### src/rtl/led_chase_scheduler_pkg.sv
// Shared types for the LED chase scheduler: FSM state encoding and channel index width.
package led_chase_scheduler_pkg;

    localparam int CH_W = 4;

    typedef logic [CH_W-1:0] ch_idx_t;

    typedef enum logic [2:0] {
        S_IDLE,
        S_LAUNCH,
        S_WAIT,
        S_GAP,
        S_FIN
    } state_t;

endpackage

### src/rtl/led_chase_scheduler_delay_cnt.sv
// Loadable down-counter that holds at zero; used for the inter-channel gap and the watchdog.
module anim_delay_cnt #(
    parameter int W = 6
) (
    input  logic         clk,
    input  logic         rst,
    input  logic         load,
    input  logic [W-1:0] load_val,
    input  logic         en,
    output logic         zero
);

    logic [W-1:0] count;

    always_ff @(posedge clk or posedge rst) begin
        if (rst) begin
            count <= '0;
        end else if (load) begin
            count <= load_val;
        end else if (en && count != '0) begin
            count <= count - 1'b1;
        end
    end

    assign zero = (count == '0);

endmodule

### src/rtl/led_chase_scheduler.sv
// Chase sequencer: launches one fade engine at a time, waits for its done (or a watchdog
// expiry), idles a gap, then moves to the next channel in forward or ping-pong order.
module led_chase_scheduler
    import led_chase_scheduler_pkg::*;
#(
    parameter int         N_CH    = 4,
    parameter logic [5:0] GAP     = 6'd10,
    parameter logic [3:0] LOOPS   = 4'd2,
    parameter logic [9:0] TIMEOUT = 10'd1000
) (
    input  logic            clk,
    input  logic            rst,
    input  logic            start,
    input  logic            stop,
    input  logic            mode,
    input  logic [N_CH-1:0] ch_done,
    output logic [N_CH-1:0] ch_start,
    output logic [CH_W-1:0] ch_sel,
    output logic            busy,
    output logic            done,
    output logic            aborted,
    output logic            skip_err
);

    localparam ch_idx_t    LAST     = ch_idx_t'(N_CH - 1);
    localparam logic [5:0] GAP_LOAD = GAP - 6'd1;
    localparam logic [9:0] WD_LOAD  = TIMEOUT - 10'd1;

    state_t          state;
    logic            dir_down;
    logic            mode_q;
    logic [3:0]      loop_cnt;
    logic [3:0]      loop_nxt;
    logic [N_CH-1:0] sel_mask;
    logic            done_hit;
    logic            wd_fire;
    logic            gap_zero;
    logic            wd_zero;
    logic            abort_req;
    logic            fin_now;
    logic            end_of_pass;
    ch_idx_t         nxt_ch;
    logic            nxt_down;

    anim_delay_cnt #(.W(6)) u_gap_cnt (
        .clk      (clk),
        .rst      (rst),
        .load     (state == S_WAIT),
        .load_val (GAP_LOAD),
        .en       (state == S_GAP),
        .zero     (gap_zero)
    );

    anim_delay_cnt #(.W(10)) u_wd_cnt (
        .clk      (clk),
        .rst      (rst),
        .load     (state == S_LAUNCH),
        .load_val (WD_LOAD),
        .en       (state == S_WAIT),
        .zero     (wd_zero)
    );

    assign sel_mask    = N_CH'(1) << ch_sel;
    assign done_hit    = |(ch_done & sel_mask);
    assign wd_fire     = (TIMEOUT != 10'd0) && wd_zero;
    assign abort_req   = stop && (state == S_LAUNCH || state == S_WAIT || state == S_GAP);
    assign loop_nxt    = loop_cnt + 4'd1;
    assign fin_now     = (LOOPS != 4'd0) && (loop_nxt == LOOPS);
    assign end_of_pass = (nxt_ch == '0);

    // Returning to channel 0 always marks the end of a pass, in either ordering.
    always_comb begin
        nxt_ch   = '0;
        nxt_down = 1'b0;
        if (N_CH == 1) begin
            nxt_ch = '0;
        end else if (!mode_q) begin
            nxt_ch = (ch_sel == LAST) ? '0 : ch_sel + 1'b1;
        end else if (!dir_down && ch_sel != LAST) begin
            nxt_ch = ch_sel + 1'b1;
        end else begin
            nxt_ch   = ch_sel - 1'b1;
            nxt_down = 1'b1;
        end
        if (nxt_ch == '0) begin
            nxt_down = 1'b0;
        end
    end

    always_ff @(posedge clk or posedge rst) begin
        if (rst) begin
            state    <= S_IDLE;
            ch_sel   <= '0;
            dir_down <= 1'b0;
            mode_q   <= 1'b0;
            loop_cnt <= '0;
            ch_start <= '0;
            busy     <= 1'b0;
            done     <= 1'b0;
            aborted  <= 1'b0;
            skip_err <= 1'b0;
        end else begin
            ch_start <= '0;
            done     <= 1'b0;
            if (abort_req) begin
                state   <= S_FIN;
                busy    <= 1'b0;
                done    <= 1'b1;
                aborted <= 1'b1;
            end else begin
                case (state)
                    S_IDLE: begin
                        if (start) begin
                            ch_sel   <= '0;
                            dir_down <= 1'b0;
                            loop_cnt <= '0;
                            mode_q   <= mode;
                            aborted  <= 1'b0;
                            skip_err <= 1'b0;
                            busy     <= 1'b1;
                            state    <= S_LAUNCH;
                        end
                    end
                    S_LAUNCH: begin
                        ch_start <= sel_mask;
                        state    <= S_WAIT;
                    end
                    S_WAIT: begin
                        if (done_hit || wd_fire) begin
                            if (!done_hit) begin
                                skip_err <= 1'b1;
                            end
                            if (end_of_pass && fin_now) begin
                                state <= S_FIN;
                                busy  <= 1'b0;
                                done  <= 1'b1;
                            end else begin
                                ch_sel   <= nxt_ch;
                                dir_down <= nxt_down;
                                if (end_of_pass) begin
                                    loop_cnt <= loop_nxt;
                                end
                                state <= (GAP == 6'd0) ? S_LAUNCH : S_GAP;
                            end
                        end
                    end
                    S_GAP: begin
                        if (gap_zero) begin
                            state <= S_LAUNCH;
                        end
                    end
                    S_FIN: begin
                        ch_sel <= '0;
                        state  <= S_IDLE;
                    end
                    default: state <= S_IDLE;
                endcase
            end
        end
    end

endmodule

### config.mk
export PLATFORM = sky130hd
export DESIGN_NAME = led_chase_scheduler
export DESIGN_NICKNAME = d
export VERILOG_FILES = /design/src/rtl/led_chase_scheduler_pkg.sv /design/src/rtl/led_chase_scheduler_delay_cnt.sv /design/src/rtl/led_chase_scheduler.sv
export SDC_FILE = /design/constraint.sdc
export NUM_CORES = 1
export LEC_CHECK = 0
export CAP_MARGIN = 10
export CORE_MARGIN = 5
export CORE_UTILIZATION = 30
export CTS_BUF_LIST = sky130_fd_sc_hd__clkbuf_2 sky130_fd_sc_hd__clkbuf_4 sky130_fd_sc_hd__clkbuf_8
export CTS_CLUSTER_SIZE = 30
export DETAILED_ROUTE_END_ITERATION = 6
export SYNTH_ARGS = -nofsm -noshare
export SYNTH_HDL_FRONTEND = slang
export SYNTH_SLANG_ARGS = --single-unit
### constraint.sdc
create_clock -name clk -period 2.7 [get_ports clk]
set_input_delay 0.27 -clock clk [delete_from_list [all_inputs] [get_ports clk]]
set_output_delay 0.27 -clock clk [all_outputs]
set_load 0.05 [all_outputs]
==> run summary, run 1 <==
====================================================================================
Final Util                                                                     0.376
Total congestion overflow after global routing                                     0
Port Buffer Count                                                                 20
Critical-path cell with the highest stage delay                         sky130_fd_sc_hd__or4_1
# nets final                                                                     265
Total number of clock tree sinks                                                  37
Arrival time reported for the critical path endpoint                         2.72 ns
Worst path max stage delay                                                   0.54 ns
HPWL reported at the end of detailed placement                               3380 um
IR drop worst, VDD                                                          0.410 mV
Count of endpoints failing setup in the final report                               0
Unrepaired setup endpoints after global routing                                   no
Crit path kind                                                          flip-flop to flip-flop
Global-route wire length before repair                                       7770 um
Via count of the first global-routing pass                                     1,636
Met3 WL post-DR                                                               113 um
Drt first-iter violations                                                         90
Via/cell ratio                                                                  4.90
Worst slew margin relative to its limit                                        0.653
Vertical extent of the die                                                   94.6 um
Proportion of synthesized flip-flops having asynchronous set or reset           1.00
Period utilization                                                             0.946
Count of mapped cells out of synthesis                                           219
Status                                                                  finished clean
Post-synthesis sequential element count                                           37
Netlist cell types                                                                59
Routed Wire Length                                                           4630 um
Vias                                                                           1,682
Post-Synthesis Mean Instance Area                                           9.79 um2
Pwr/cell area                                                             840 mW/mm2
Post-layout total power                                                      2.17 mW
Most common library cell in the layout ignoring fill and taps           sky130_fd_sc_hd__dfrtp_1
Max Freq                                                                     392 MHz
Clock period minus worst slack                                               2.55 ns
Routed met1 length                                                           2330 um
Category of the worst setup path launch point                              flip-flop
Num CTS Buffers                                                                    5
Highest metal layer used by the detailed router                                 met4
Avg WL per Cell                                                              13.5 um
Placer congestion estimate                                                     0.793
Number of nets in the synthesized netlist                                        236
Hold crit path type                                                     input pin to async pin
Cell-by-cell trace of the critical path                                 inv_1 > ha_1 > nor4b_2 > a31oi_2 > o2bb2ai_2 > or4_1 > nor3_2 > mux2_2
Placeable core region                                                    0.00687 mm2
Pins over their slew limit                                                         0
Most frequent cells in the layout                                       sky130_fd_sc_hd__dfrtp_1 (37), sky130_fd_sc_hd__clkdlybuf4s50_1 (20), sky130_fd_sc_hd__nand2_1 (19), sky130_fd_sc_hd__nor2_1 (17), sky130_fd_sc_hd__inv_1 (13)
Cell area after technology mapping                                       0.00214 mm2
Total routing usage reported by global routing                                 0.108
CTS clk-pin slew, worst paths                                                0.07 ns
Max capacitance violation total                                                    0
Initial standard-cell utilization of the core                                  0.312
Pin count of the biggest net entering global routing                              38
Initial antenna violation count                                                    0
Final clock skew                                                          0.00579 ns
Worst-Skew Late Latency                                                      0.28 ns
Remaining number of nets flagged by the antenna check after routing                0
Total number of H-tree levels                                                      2
Clk buf depth                                                                      2
DRC violations left                                                                0
Share of layout cells above drive strength 1                                   0.138
Met2 layer wire length in the routed design                                  2170 um
Clock tree from TritonCTS                                                      built
Area growth, synth to finish                                                   20.4%
Total Die Area                                                           0.00894 mm2
Required time at the worst-slack endpoint                                    2.87 ns
TNS Setup                                                                       0 ns
Leakage power figure                                                         1.07 nW
Buffer cell driving the clock tree root                                 sky130_fd_sc_hd__clkbuf_8
Number of placed I/O pins                                                         21
Element type at the critical path end                                      flip-flop
Antenna diode count                                                                0
Number of enable flip-flop cells after synthesis                                   0
Total buffers and inverters traversed by the critical path                         1
Initial DRT Pass Iterations                                                        4
Worst-path maximum fanout                                                          6
Cell Rows                                                                         30
Predominant post-synthesis flop cell                                    sky130_fd_sc_hd__dfrtp_1
Transition time at the pin with the least slew margin                       0.516 ns
Share of the yosys chip area belonging to registers                            0.432
Kind of cell with the highest combined delay on the critical path       simple AND/OR/NAND/NOR gates
Final hold violation count                                                         0
Total number of yosys warnings                                                     0
Chip Width                                                                   94.6 um
====================================================================================
-- timing repair --
item / 4_1_cts / 5_1_grt
resized for setup: 0 / 1
endpoints found under the setup margin: 0 / 1
buffers inserted: 0 / 0
hold endpoints to repair: 0 / 0
hold buffers: 0 / 0
-- logic make-up after synthesis --
kind of cell	count (synthesis)	share of synthesized area
and+or+nand+nor	88	0.234
AOI/OAI and AO/OA	48	0.167
DFF	37	0.432
buffers and inverters	22	0.0443
xor gates and xnor gates	11	0.0449
adders and majority gates	8	0.0467
muxes	5	0.0315
-- final cells by class --
type	instances	area (um2)
Inverter	13	48.8
Multi-Input combinational cell	160	1130
Clock inverter	1	5.00
Sequential cell	37	926
Fill cell	699	4290
Timing Repair Buffer	31	283
Tap cell	96	120
Clock buffer	5	68.8
-- cell usage after synthesis, drive strengths merged (5+ instances only) --
| cell | n | share of area |
|---|---|---|
| nand2 | 19 | 0.033 |
| nor3 | 13 | 0.033 |
| ha | 8 | 0.047 |
| a21oi | 6 | 0.014 |
| nor4 | 5 | 0.022 |
| xnor2 | 10 | 0.041 |
| clkbuf | 5 | 0.0093 |
| o21ai | 10 | 0.023 |
| inv | 13 | 0.023 |
| nor2 | 17 | 0.030 |
| dfrtp | 37 | 0.43 |
-- worst reg2reg max path, delay by kind of cell (launching register included) --
family	cells	cell delay, ns
simple gates	3	1.08
compound gates	2	0.34
flops	1	0.39
buf+inv	1	0.12
mux	1	0.37
fa+ha+maj	1	0.15
-- metrics by stage --
stage               area, um2  hold WS (ns)  worst slack [ns]  std cells
finish                   2580         0.384             0.146        343
global route             2580         0.472            0.0222        343
CTS                      2570         0.406             0.143        343
detailed placement       2500         0.466            0.0629        337
global placement         2500         0.463             0.147        337
floorplan                2140         0.356            0.0603        219
-- path summary, 6_finish.rpt --
kind,slack [ns],end,startpoint,cells after the start
max,0.15,loop_cnt[1],u_wd_cnt.count[0],8
min,0.38,ch_start[0],rst,3
max reg2reg,0.15,loop_cnt[1],u_wd_cnt.count[0],8
min reg2reg,0.48,aborted,aborted,1
max in group asynchronous,1.99,u_wd_cnt.count[2],rst,3
min in group clk,0.48,aborted,aborted,1
-- state kept, by name, summed over array words and instances, names as in the netlist, 3 cells and up --
name and count:
ch_sel 4, u_wd_cnt.count 10, state 3, loop_cnt 4, u_gap_cnt.count 6, ch_start 4
-- layer usage --
metal,global-route usage,vias to the layer above
met1,0.151,812
met2,0.172,18
met5,0,-
met4,0.0216,0
li1,-,849
met3,0.0239,3
-- report_power, final --
group | internal [mW] | total, mW | switching (mW) | leakage (nW)
clock network | 0.170 | 0.359 | 0.189 | 0.0399
registers | 0.680 | 0.788 | 0.108 | 0.455
logic | 0.406 | 1.02 | 0.614 | 0.572
total | 1.26 | 2.17 | 0.912 | 1.07
No activity file was read; power rests on OpenSTA's default activity.
==> inputs of run 2 (changes only) <==
--- a/config.mk
+++ b/config.mk
@@ -7,10 +7,11 @@
 export LEC_CHECK = 0
 export CAP_MARGIN = 10
 export CORE_MARGIN = 5
-export CORE_UTILIZATION = 30
+export CORE_UTILIZATION = 50
 export CTS_BUF_LIST = sky130_fd_sc_hd__clkbuf_2 sky130_fd_sc_hd__clkbuf_4 sky130_fd_sc_hd__clkbuf_8
 export CTS_CLUSTER_SIZE = 30
 export DETAILED_ROUTE_END_ITERATION = 6
+export PLACE_DENSITY = 0.71
 export SYNTH_ARGS = -nofsm -noshare
 export SYNTH_HDL_FRONTEND = slang
 export SYNTH_SLANG_ARGS = --single-unit
==> run 2 against run 1 <==
Compared with the run above: count of clock-buffer cells in the layout rose by 2; fmax fell by 2.2%; worst setup slack got worse by 0.057 ns; first-iteration DRC count is 56% higher; clock power grew 9.7%; largest power group unchanged.
==> run summary, run 2 (synthesized netlist as in run 1, its figures left out) <==
====================================================================================
Number of flip-flops under the largest register name                              10   unchanged
Required time at the worst-slack endpoint                                    2.86 ns   about the same
Number of buffers inserted for hold repair after clock tree synthesis              0   unchanged
Final hold slack                                                            0.384 ns   +0.000672 ns
Critical register-to-register path startpoint                              ch_sel[0]
Most common library cell in the layout ignoring fill and taps           sky130_fd_sc_hd__dfrtp_1
Drt first-iter violations                                                        140   +56%
Antenna diode count                                                                0   unchanged
Count of placed standard cells in the final layout, fillers left out             295   -14%
Via count of the first global-routing pass                                     1,745   +6.7%
Routed Wire Length                                                           4590 um   -0.78%
Total routing usage reported by global routing                                 0.180   +0.0722
Share of layout cells above drive strength 1                                   0.139   +0.00112
Pins over their slew limit                                                         0   unchanged
Top register by number of flip-flops                                    u_wd_cnt.count
Worst-path maximum fanout                                                         11   +5
Worst-Skew Late Latency                                                      0.28 ns   about the same
TNS Setup                                                                       0 ns   unchanged
Hold crit path type                                                     input pin to async pin
Cell Rows                                                                         23   -23%
Area of the multi-input gates                                            0.00115 mm2   +1.6%
IR drop worst, VDD                                                          0.497 mV   +21%
Pin count of the biggest net entering global routing                              38   unchanged
Max capacitance violation total                                                    0   unchanged
Worst slew margin relative to its limit                                        0.631   -0.0213
Buffer cell driving the clock tree root                                 sky130_fd_sc_hd__clkbuf_8
Arrival time reported for the critical path endpoint                         2.77 ns   +0.05 ns
Num CTS Buffers                                                                    5   unchanged
Status                                                                  finished clean
Logic depth of the worst register-to-register path                                 9   +1
Clk buf depth                                                                      2   unchanged
Crit. Startpoint                                                           ch_sel[0]
Crit path kind                                                          flip-flop to flip-flop
Area growth, synth to finish                                                   18.2%
Transition time at the pin with the least slew margin                       0.548 ns   +0.0317 ns
# nets final                                                                     262   -1.1%
Vertical extent of the die                                                   75.5 um   -20%
Vias                                                                           1,733   +3.0%
Placer congestion estimate                                                     0.776   -2.1%
Number of buffers added for setup after CTS                                        0   unchanged
Register Area                                                                926 um2   unchanged
Initial antenna violation count                                                    0   unchanged
CTS clk-pin slew, worst paths                                                0.07 ns   about the same
Via/cell ratio                                                                  5.87   +20%
Clock period minus worst slack                                               2.61 ns   +0.0570 ns
HPWL reported at the end of detailed placement                               3410 um   +0.78%
Initial standard-cell utilization of the core                                  0.525   +0.213
Period utilization                                                             0.967   +0.0211
Category of the worst setup path launch point                              flip-flop
Pwr/cell area                                                             865 mW/mm2   +3.0%
Placeable core region                                                    0.00409 mm2   -41%
Registers with the most flip-flops                                      u_wd_cnt.count x10, u_gap_cnt.count x6
# fillers                                                                        352   -50%
Unrepaired setup endpoints after global routing                                   no
Clock tree from TritonCTS                                                      built
Element type at the critical path end                                      flip-flop
Total Die Area                                                           0.00570 mm2   -36%
Count of endpoints failing setup in the final report                               0   unchanged
Most frequent cells in the layout                                       sky130_fd_sc_hd__dfrtp_1 (37), sky130_fd_sc_hd__clkdlybuf4s50_1 (20), sky130_fd_sc_hd__nand2_1 (19), sky130_fd_sc_hd__nor2_1 (17), sky130_fd_sc_hd__inv_1 (13)
Total congestion overflow after global routing                                     0   unchanged
Avg WL per Cell                                                              15.6 um   +15%
Initial DRT Pass Iterations                                                        4   unchanged
Final clock skew                                                          0.00611 ns   +0.000325 ns
Number of placed instances with taps included                                    288   -15%
Remaining number of nets flagged by the antenna check after routing                0   unchanged
Total number of clock tree sinks                                                  37   unchanged
Total number of H-tree levels                                                      2   unchanged
Number of placed I/O pins                                                         21   unchanged
DRC violations left                                                                0   unchanged
Chip Width                                                                   75.5 um   -20%
Final hold violation count                                                         0   unchanged
Port Buffer Count                                                                 20   unchanged
Number of gates resized after CTS                                                  0   unchanged
Max Freq                                                                     383 MHz   -2.2%
Leakage power figure                                                         1.06 nW   -0.35%
Global-route wire length before repair                                       7800 um   +0.36%
====================================================================================
==> run 2: metal layers <==
layer	wire length [um]	up-vias	track usage
li1	-	844	-
met1	2060	854	0.230
met2	2330	27	0.310
met3	132	8	0.0277
met4	64	0	0.0641
met5	0	-	0
==> run 2: path summary, 6_finish.rpt <==
path                                     endpoint  slack [ns]
worst max-delay path                         busy        0.09
worst min-delay path                         busy        0.38
worst max register to register               busy        0.09
worst min register to register            aborted        0.49
max in group asynchronous       u_wd_cnt.count[0]        1.99
min in group clk                          aborted        0.49
==> run 2: report_power, final <==
group          leakage, nW  total, mW  switching [mW]  internal [mW]
combinational        0.560      0.982           0.594          0.388
sequential           0.455      0.816           0.136          0.680
clock               0.0477      0.394           0.181          0.212
==> run 2: stage by stage <==
step | utilization | power [mW] | worst slack (ns) | instance area (um2)
floorplan | - | 1.51 | 0.0603 | 2140
global placement | 0.592 | 1.76 | 0.207 | 2420
detailed placement | 0.592 | 1.78 | 0.120 | 2420
CTS | 0.615 | 2.18 | 0.132 | 2510
global route | 0.620 | 2.34 | 0.0182 | 2530
finish | 0.620 | 2.19 | 0.0889 | 2530
==> run 2: cell type report <==
class,count,area share
flip-flops and latches,37,0.365
well taps,50,0.0247
clock buffers,7,0.0355
inverters,13,0.0192
multi-input cells,160,0.453
repair buffers,28,0.103
==> run 2: critical path: stages (launching register included) <==
cell	delay, ns
sky130_fd_sc_hd__dfrtp_1	0.35
sky130_fd_sc_hd__buf_4	0.19
sky130_fd_sc_hd__inv_1	0.10
sky130_fd_sc_hd__ha_1	0.22
sky130_fd_sc_hd__o21ai_0	0.09
sky130_fd_sc_hd__o22ai_1	0.10
sky130_fd_sc_hd__a22o_1	0.32
sky130_fd_sc_hd__or4_1	0.55
sky130_fd_sc_hd__o41ai_1	0.45
sky130_fd_sc_hd__a21oi_1	0.12
==> inputs of run 3 (changes only) <==
--- a/config.mk
+++ b/config.mk
@@ -12,6 +12,8 @@
 export CTS_CLUSTER_SIZE = 30
 export DETAILED_ROUTE_END_ITERATION = 6
 export PLACE_DENSITY = 0.71
+export RECOVER_POWER = 100
+export SLEW_MARGIN = 20
 export SYNTH_ARGS = -nofsm -noshare
 export SYNTH_HDL_FRONTEND = slang
 export SYNTH_SLANG_ARGS = --single-unit
==> run 3 against run 2 <==
Compared with the run above: non-clock buffer count did not move; routed wire length decreased by 0.44%; design area is 0.94% lower; the run now ends with capacitance limit, slew limit left; fmax grew 2.0%; worst setup slack gained 0.052 ns; register-to-register slack improved by 0.05 ns; first-iteration DRC count is 14% higher; critical path depth down 1; combinational power fell by 2.7%.
==> run summary, run 3 (synthesized netlist as in run 1, its figures left out) <==
====================================================================================
Status                                                                  complete, but fails checks
Violations in the final reports                                         capacitance limit, slew limit
Count of placed standard cells in the final layout, fillers left out             295   unchanged
Number of buffers inserted for hold repair after clock tree synthesis              0   unchanged
Element type at the critical path end                                      flip-flop
Transition time at the pin with the least slew margin                        1.95 ns   +1.40 ns
Pin count of the biggest net entering global routing                              38   unchanged
Count of endpoints failing setup in the final report                               0   unchanged
Required time at the worst-slack endpoint                                    2.91 ns   +0.05 ns
Total buffers and inverters traversed by the critical path                         1   -1
Worst-Skew Late Latency                                                      0.28 ns   about the same
Setup Slack @ Placement                                                     0.120 ns   unchanged
DRC violations left                                                                0   unchanged
Routed Wire Length                                                           4570 um   -0.44%
# nets final                                                                     262   unchanged
Total Die Area                                                           0.00570 mm2   unchanged
Drt first-iter violations                                                        159   +14%
Number of placed I/O pins                                                         21   unchanged
Final hold slack                                                            0.486 ns   +0.102 ns
Worst path max stage delay                                                   0.58 ns   +0.03 ns
Period utilization                                                             0.948   -0.0192
Num CTS Buffers                                                                    5   unchanged
Total number of H-tree levels                                                      2   unchanged
Max capacitance violation total                                                    1   +1
Most frequent cells in the layout                                       sky130_fd_sc_hd__dfrtp_1 (37), sky130_fd_sc_hd__nand2_1 (19), sky130_fd_sc_hd__nor2_1 (17), sky130_fd_sc_hd__inv_1 (13)
Chip Width                                                                   75.5 um   unchanged
TNS Setup                                                                       0 ns   unchanged
Number of buffers added for setup after CTS                                        0   unchanged
Registers with the most flip-flops                                      u_wd_cnt.count x10, u_gap_cnt.count x6
Share of layout cells above drive strength 1                                   0.118   -0.0204
Critical-path cell with the highest stage delay                         sky130_fd_sc_hd__or4_1
Cell-by-cell trace of the critical path                                 inv_1 > ha_1 > nor4b_2 > a31oi_1 > o2bb2ai_1 > or4_1 > or4_1 > o211ai_2
Unrepaired setup endpoints after global routing                                   no
Final hold violation count                                                         0   unchanged
Initial antenna violation count                                                    0   unchanged
Buffer cell driving the clock tree root                                 sky130_fd_sc_hd__clkbuf_8
Register-to-register setup slack                                             0.14 ns   +0.05 ns
Port Buffer Count                                                                 20   unchanged
Via count of the first global-routing pass                                     1,745   unchanged
IR drop worst, VDD                                                          0.487 mV   -1.9%
Crit path kind                                                          flip-flop to flip-flop
Avg WL per Cell                                                              15.5 um   -0.44%
Top register by number of flip-flops                                    u_wd_cnt.count
Most common library cell in the layout ignoring fill and taps           sky130_fd_sc_hd__dfrtp_1
Clk buf depth                                                                      2   unchanged
Logic depth of the worst register-to-register path                                 8   -1
Leakage power figure                                                         1.08 nW   +1.8%
Area growth, synth to finish                                                   17.1%
Number of flip-flops under the largest register name                              10   unchanged
Worst-path maximum fanout                                                          6   -5
Global-route wire length before repair                                       7800 um   unchanged
Crit-path most repeated cell                                            sky130_fd_sc_hd__or4_1
Worst slew margin relative to its limit                                       -0.301   -0.933
CTS clk-pin slew, worst paths                                                0.07 ns   about the same
Remaining number of nets flagged by the antenna check after routing                0   unchanged
Kind of cell with the highest combined delay on the critical path       simple AND/OR/NAND/NOR gates
Via/cell ratio                                                                  5.91   +0.52%
Placement Cell Area                                                      0.00242 mm2   unchanged
Pwr/cell area                                                             861 mW/mm2   -0.45%
Final clock skew                                                          0.00493 ns   -0.00118 ns
Cell Rows                                                                         23   unchanged
Category of the worst setup path launch point                              flip-flop
Antenna diode count                                                                0   unchanged
# fillers                                                                        359   +2.0%
Number of cells on the critical path                                               8   -1
Initial standard-cell utilization of the core                                  0.525   unchanged
Total congestion overflow after global routing                                     0   unchanged
Number of placed instances with taps included                                    288   unchanged
Hold crit path type                                                     flip-flop to flip-flop
Initial DRT Pass Iterations                                                        4   unchanged
Max Freq                                                                     391 MHz   +2.0%
HP Start                                                                     aborted
Placeable core region                                                    0.00409 mm2   unchanged
Worst Hold Path EP                                                           aborted
Total number of clock tree sinks                                                  37   unchanged
Worst Slack Setup Final                                                     0.141 ns   +0.0519 ns
Clock tree from TritonCTS                                                      built
HPWL reported at the end of detailed placement                               3410 um   unchanged
Critical register-to-register path startpoint                           u_wd_cnt.count[0]
Number of gates resized after CTS                                                  0   unchanged
Cell depth of the worst min-delay path                                             1
Clock period minus worst slack                                               2.56 ns   -0.0519 ns
Pins over their slew limit                                                        38   +38
Vias                                                                           1,742   +0.52%
Placer congestion estimate                                                     0.776   unchanged
Arrival time reported for the critical path endpoint                         2.77 ns   about the same
FF-to-FF End                                                             loop_cnt[3]
Post-layout instance area                                                0.00251 mm2   -0.94%
Total routing usage reported by global routing                                 0.180   unchanged
Vertical extent of the die                                                   75.5 um   unchanged
====================================================================================
run 3: layout make-up:
type / instances / area [um2] / area share
Clock buffer: 7 / 90.1 / 0.0359
Inverter: 13 / 48.8 / 0.0194
Multi-Input combinational cell: 160 / 1130 / 0.450
Sequential cell: 37 / 926 / 0.369
Tap cell: 50 / 62.6 / 0.0249
Timing Repair Buffer: 28 / 253 / 0.101
run 3: stage by stage:
step / total power, mW / utilization
2_1_floorplan: 1.51 / -
3_3_place_gp: 1.76 / 0.592
3_5_place_dp: 1.78 / 0.592
4_1_cts: 2.18 / 0.615
5_1_grt: 2.30 / 0.615
6_report: 2.16 / 0.615
run 3: routing by layer:
layer / GRT usage / wire, um / vias to the layer above
met5: 0 / 0 / -
met4: 0.0641 / 64 / 0
met3: 0.0277 / 110 / 8
met2: 0.310 / 2360 / 22
met1: 0.230 / 2040 / 867
li1: - / - / 845
run 3: where the power goes:
part,total (mW),leakage [nW],internal [mW],switching [mW]
Combinational,0.955,0.579,0.365,0.590
Sequential,0.813,0.455,0.680,0.134
Clock,0.394,0.0477,0.212,0.181
Total,2.16,1.08,1.26,0.905
run 3: worst max path at each step:
stage	startpoint	endpoint	slack (ns)
6_report	u_wd_cnt.count[0]	loop_cnt[3]	0.14
5_1_grt	u_wd_cnt.count[0]	loop_cnt[3]	0.009
4_1_cts	ch_sel[1]	loop_cnt[0]	0.13
3_5_place_dp	ch_done[3]	loop_cnt[1]	0.12
3_3_place_gp	ch_done[1]	loop_cnt[1]	0.21
2_1_floorplan	ch_sel[1]	ch_sel[3]	0.06
